`config.mk`:
```
export PLATFORM = sky130hd
export DESIGN_NAME = bit_serial_add_ctrl
export DESIGN_NICKNAME = d
export VERILOG_FILES = /design/src/rtl/bit_serial_add_ctrl_pkg.sv /design/src/rtl/bit_serial_add_ctrl_fa.sv /design/src/rtl/bit_serial_add_ctrl.sv
export SDC_FILE = /design/constraint.sdc
export NUM_CORES = 1
export LEC_CHECK = 0
export ABC_AREA = 1
export BUFFER_PORTS_ARGS = -buffer_cell sky130_fd_sc_hd__buf_2
export CORE_ASPECT_RATIO = 0.75
export CORE_MARGIN = 4
export CORE_UTILIZATION = 53
export CTS_BUF_LIST = sky130_fd_sc_hd__clkbuf_8
export CTS_CLUSTER_DIAMETER = 50
export DETAILED_ROUTE_END_ITERATION = 10
export GPL_TIMING_DRIVEN = 0
export MAX_ROUTING_LAYER = met4
export PLACE_DENSITY = 0.8
export SYNTH_ARGS = -nofsm -noshare
export SYNTH_HDL_FRONTEND = slang
export SYNTH_SLANG_ARGS = --single-unit
```
`constraint.sdc`:
```
create_clock -name clk -period 1.9 [get_ports clk]
set_input_delay 0.19 -clock clk [delete_from_list [all_inputs] [get_ports clk]]
set_output_delay 0.19 -clock clk [all_outputs]
set_load 0.005 [all_outputs]
```
`src/rtl/bit_serial_add_ctrl_pkg.sv`:
```
// Shared types and constants for the bit-serial add/sub sequencer.
package bit_serial_add_ctrl_pkg;

   // Sequencer states: one READ/WRITE pair per bit position, LSB first.
   typedef enum logic [1:0] {
      ST_IDLE  = 2'd0,
      ST_READ  = 2'd1,
      ST_WRITE = 2'd2,
      ST_DONE  = 2'd3
   } state_e;

   // Value of the sub input selecting each operation.
   localparam logic OP_ADD = 1'b0;
   localparam logic OP_SUB = 1'b1;

endpackage

```
`src/rtl/bit_serial_add_ctrl_fa.sv`:
```
// Registered full-adder slice: holds the running carry, the current sum bit
// and the carry into the MSB (needed later for signed overflow).
module bit_serial_fa (
   input  logic clk,
   input  logic rst,
   input  logic init_i,        // load carry with carry_init_i (start of op)
   input  logic carry_init_i,  // 1 for subtract (two's complement +1)
   input  logic sample_i,      // READ edge: fold operand bits into sum/carry
   input  logic msb_i,         // current bit is the MSB
   input  logic commit_i,      // WRITE edge: advance the running carry
   input  logic a_i,
   input  logic b_i,           // already inverted for subtract
   output logic sum_o,
   output logic carry_next_o,
   output logic cin_msb_o
);

   logic carry_q, sum_q, carry_next_q, cin_msb_q;

   // Operand bits are consumed directly into the sum/next-carry registers at
   // the READ edge, so the array may be overwritten (in-place) afterwards.
   always_ff @(posedge clk or posedge rst) begin
      if (rst) begin
         carry_q      <= 1'b0;
         sum_q        <= 1'b0;
         carry_next_q <= 1'b0;
         cin_msb_q    <= 1'b0;
      end else begin
         if (init_i)
            carry_q <= carry_init_i;
         else if (commit_i)
            carry_q <= carry_next_q;
         if (sample_i) begin
            sum_q        <= a_i ^ b_i ^ carry_q;
            carry_next_q <= (a_i & b_i) | (a_i & carry_q) | (b_i & carry_q);
            if (msb_i)
               cin_msb_q <= carry_q;
         end
      end
   end

   assign sum_o        = sum_q;
   assign carry_next_o = carry_next_q;
   assign cin_msb_o    = cin_msb_q;

endmodule

```
`src/rtl/bit_serial_add_ctrl.sv`:
```
// Bit-serial add/subtract sequencer driving array read/write wordlines.
// Each bit takes a READ cycle (operand wordlines) followed by a WRITE cycle
// (destination wordline plus result bit), LSB to MSB.
module bit_serial_add_ctrl
   import bit_serial_add_ctrl_pkg::*;
#(
   parameter int WIDTH = 8,
   parameter int IDX_W = $clog2(WIDTH)
) (
   input  logic             clk,
   input  logic             rst,
   input  logic             start,
   input  logic             sub,
   output logic [WIDTH-1:0] a_rwl,
   output logic [WIDTH-1:0] b_rwl,
   input  logic             a_bit,
   input  logic             b_bit,
   output logic [WIDTH-1:0] d_wwl,
   output logic             from_adder,
   output logic             busy,
   output logic             done,
   output logic             carry_out,
   output logic             overflow
);

   state_e           state_q, state_d;
   logic [IDX_W-1:0] idx_q, idx_d;
   logic             sub_q, sub_d;
   logic [WIDTH-1:0] rd_wl_q, wr_wl_q, onehot_d;
   logic             busy_q, done_q, carry_out_q, overflow_q;
   logic             fa_init, fa_sample, fa_commit;
   logic             fa_sum, fa_carry_next, fa_cin_msb;
   logic             last_bit;

   assign last_bit = (idx_q == IDX_W'(WIDTH - 1));
   assign onehot_d = {{(WIDTH-1){1'b0}}, 1'b1} << idx_d;

   // State, index and latched opcode registers.
   always_ff @(posedge clk or posedge rst) begin
      if (rst) begin
         state_q <= ST_IDLE;
         idx_q   <= '0;
         sub_q   <= OP_ADD;
      end else begin
         state_q <= state_d;
         idx_q   <= idx_d;
         sub_q   <= sub_d;
      end
   end

   // Next-state logic and adder-slice strobes.
   always_comb begin
      state_d   = state_q;
      idx_d     = idx_q;
      sub_d     = sub_q;
      fa_init   = 1'b0;
      fa_sample = 1'b0;
      fa_commit = 1'b0;
      case (state_q)
         ST_IDLE: begin
            if (start) begin
               state_d = ST_READ;
               idx_d   = '0;
               sub_d   = sub;
               fa_init = 1'b1;
            end
         end
         ST_READ: begin
            fa_sample = 1'b1;
            state_d   = ST_WRITE;
         end
         ST_WRITE: begin
            fa_commit = 1'b1;
            if (last_bit) begin
               state_d = ST_DONE;
            end else begin
               idx_d   = idx_q + IDX_W'(1);
               state_d = ST_READ;
            end
         end
         default: state_d = ST_IDLE;
      endcase
   end

   // Wordlines and status are registered from the next state so they are
   // glitch-free and line up exactly with the READ/WRITE cycles.
   always_ff @(posedge clk or posedge rst) begin
      if (rst) begin
         rd_wl_q     <= '0;
         wr_wl_q     <= '0;
         busy_q      <= 1'b0;
         done_q      <= 1'b0;
         carry_out_q <= 1'b0;
         overflow_q  <= 1'b0;
      end else begin
         rd_wl_q <= (state_d == ST_READ)  ? onehot_d : '0;
         wr_wl_q <= (state_d == ST_WRITE) ? onehot_d : '0;
         busy_q  <= (state_d == ST_READ) || (state_d == ST_WRITE);
         done_q  <= (state_d == ST_DONE);
         if (state_q == ST_WRITE && state_d == ST_DONE) begin
            carry_out_q <= fa_carry_next;
            overflow_q  <= fa_cin_msb ^ fa_carry_next;
         end
      end
   end

   bit_serial_fa u_fa (
      .clk          (clk),
      .rst          (rst),
      .init_i       (fa_init),
      .carry_init_i (sub == OP_SUB),
      .sample_i     (fa_sample),
      .msb_i        (last_bit),
      .commit_i     (fa_commit),
      .a_i          (a_bit),
      .b_i          (b_bit ^ (sub_q == OP_SUB)),
      .sum_o        (fa_sum),
      .carry_next_o (fa_carry_next),
      .cin_msb_o    (fa_cin_msb)
   );

   assign a_rwl      = rd_wl_q;
   assign b_rwl      = rd_wl_q;
   assign d_wwl      = wr_wl_q;
   assign from_adder = fa_sum;
   assign busy       = busy_q;
   assign done       = done_q;
   assign carry_out  = carry_out_q;
   assign overflow   = overflow_q;

endmodule

```
==> results.json <==
{
  "die_area_sq_um": 3300,
  "fin_tns_setup_ns": 0,
  "p_per_area_nw_per_um2": 1760,
  "status": "finished clean",
  "final-setup-viol-count": 0,
  "ctsHoldBuffers": 0,
  "port_buffers": 34,
  "nNetsFinal": 172,
  "maxCapViolCount": 0,
  "overflow": 0,
  "gp_congestion": 0.785,
  "reg2reg_depth": 6,
  "timing.final.crit_period_ns": 1.57,
  "wire_per_inst_microns": 11.6,
  "htreeDepth": 2,
  "dr.pass1.iters": 4,
  "cp.arrival_ns": 1.77,
  "area_growth_syn_to_layout_pct": 27.5,
  "synth.top_cell.area_share_pct": 58.1,
  "crit_type": "flip-flop to flip-flop",
  "grt_usage_pct": 17.2,
  "num-fill-cells": 178,
  "avgSynthCellArea_sq_um": 10.5,
  "synth_nets": 131,
  "relSlewSlack_pct": 28.9,
  "synth_cell_types": 20,
  "cts_tree": "done",
  "fin_total_pwr_w": 0.00289,
  "clk_pin_slew_ns": 0.06,
  "initial_core_util_pct": 56.0,
  "dp_cells": 191,
  "maxSlewViolCount": 0,
  "hpwl_mm": 1.70,
  "final_cell_mix": "35 x buf_2, 30 x dfrtp_1, 21 x nor2_1",
  "layout-drive-gt1-share_pct": 44.2,
  "final_common_cell": "buf_2",
  "synth_area_leaders": "dfrtp_1 58%, nand3_2 7.0%, nor2_1 6.1%",
  "hold_path_class": "primary input to flip-flop",
  "worst_pin_slew_ns": 1.07,
  "syn_area_sq_um": 1290,
  "vias": 910,
  "hold_viol_final": 0,
  "cts_buffers": 5,
  "die_x_microns": 65.0,
  "routed_via_density": 4.57,
  "ys_ff_latch": 30,
  "grt_start_max_net_pins": 31,
  "ios": 35,
  "crit_path_max_fanout": 9,
  "core_area_sq_um": 2310,
  "ys_seq_area_share_pct": 58.1,
  "cts_resized": 0,
  "clock_latency_ns": 0.28,
  "fmax_ghz": 0.639,
  "grt_first_pass_wirelength_mm": 3.96,
  "cts_setup_buffers": 0,
  "yosysWarnings": 0,
  "period_share_pct": 82.4,
  "cts_buffer_depth": 2,
  "cts_root_buf": "clkbuf_8",
  "cp-start-kind": "flip-flop",
  "crit_required_ns": 2.11,
  "ant_nets": 0,
  "finClkSkew_ns": 0.00318,
  "die_h_microns": 50.8,
  "final_cell_area_sq_um": 1650,
  "crit_path_end_kind": "flip-flop",
  "antenna_found_initial": 0,
  "vdd_drop_max_uv": 1030,
  "num_antenna_cells": 0,
  "drt_wl_total_mm": 2.31,
  "holdPathStages": 3,
  "grt_pass1_vias": 874,
  "drc": 0,
  "synth_cells": 123,
  "rsz0062_at_grt": "false",
  "layout.cells.non_filler": 199,
  "drtIter0Drc": 20,
  "leakagePower_nw": 0.937,
  "core.rowCount": 15,
  "post_dp_cell_area_sq_um": 1510,
  "cts_sinks": 30,
  "holdWs_ns": 0.120,
  "synth_area_leader_cell": "dfrtp_1"
}
-- per-layer routing --
metal  GRT usage (%)  wire length [microns]  up-vias
li1                -                      -      459
met1            19.3                   1000      420
met2            27.5                   1120       26
met3            5.37                    134        5
met4            9.31                     51        0
met5               -                      0        -
-- cells by family (layout without fill, tap and decap cells) --
logic type | count (synthesis) | in the layout | synth area share (%)
and+or+nand+nor | 57 | 57 | 24.3
DFF | 30 | 30 | 58.1
buffers and inverters | 23 | 65 | 9.29
AOI/OAI and AO/OA | 9 | 9 | 4.45
adders and majority gates | 2 | 2 | 2.52
xor gates and xnor gates | 2 | 2 | 1.36
-- path summary, 6_finish.rpt --
check	startpoint	end	slack, ns
max	idx_q[0]$_DFF_PP0_	a_rwl[7]$_DFF_PP0_	0.33
min	sub	sub_q$_DFFE_PP0P_	0.12
max reg2reg	idx_q[0]$_DFF_PP0_	a_rwl[7]$_DFF_PP0_	0.33
min reg2reg	overflow$_DFFE_PP0P_	overflow$_DFFE_PP0P_	0.49
max in group asynchronous	rst	a_rwl[1]$_DFF_PP0_	1.09
min in group asynchronous	rst	done$_DFF_PP0_	0.17
-- where the power goes --
part	total (W)	internal, W	switching (W)
registers	0.000951	0.000844	0.000107
clock network	0.000792	0.000559	0.000233
logic	0.00115	0.000419	0.000733
total	0.00289	0.00182	0.00107
-- layout make-up --
cell class,count,area [sq um],area share (%)
timing repair buffer,34,170,10.3
clock buffer,6,82.6,5.01
buffer,9,65.1,3.95
inverter,14,55.1,3.34
multi-input combinational,70,422,25.6
clock inverter,2,60.1,3.64
tap,34,42.5,2.58
sequential,30,751,45.6
-- worst max-delay path: stages, from the launching register on --
cell and delay, ns:
dfrtp_1 0.44, ha_1 0.25, nand2_1 0.11, inv_2 0.07
nand2_1 0.21, nand2_1 0.26, nor2_1 0.17
-- through the flow --
stage,setup slack (ns),util [%]
finish,0.334,71.4
global route,0.173,71.4
CTS,0.327,71.4
detailed placement,0.360,65.2
global placement,0.401,65.2
floorplan,0.564,-
-- Yosys cell counts, drive strengths merged --
cell type and n:
dfrtp 30, nand2 23, nor2 22, inv 14, nand3 12, buf 9
o21ai 6, a21oi 2, xnor2 2, a31oi 1, fa 1, ha 1
-- registers in the layout, indices dropped and copies added, names as in the netlist --
name	flops
u_fa.carry_q	1
busy	1
overflow	1
u_fa.carry_next_o	1
a_rwl	8
d_wwl	8
idx_q	3
state_q	2
carry_out	1
u_fa.cin_msb_o	1
u_fa.sum_o	1
done	1
sub_q	1
Power figures use the tool's default switching activity.
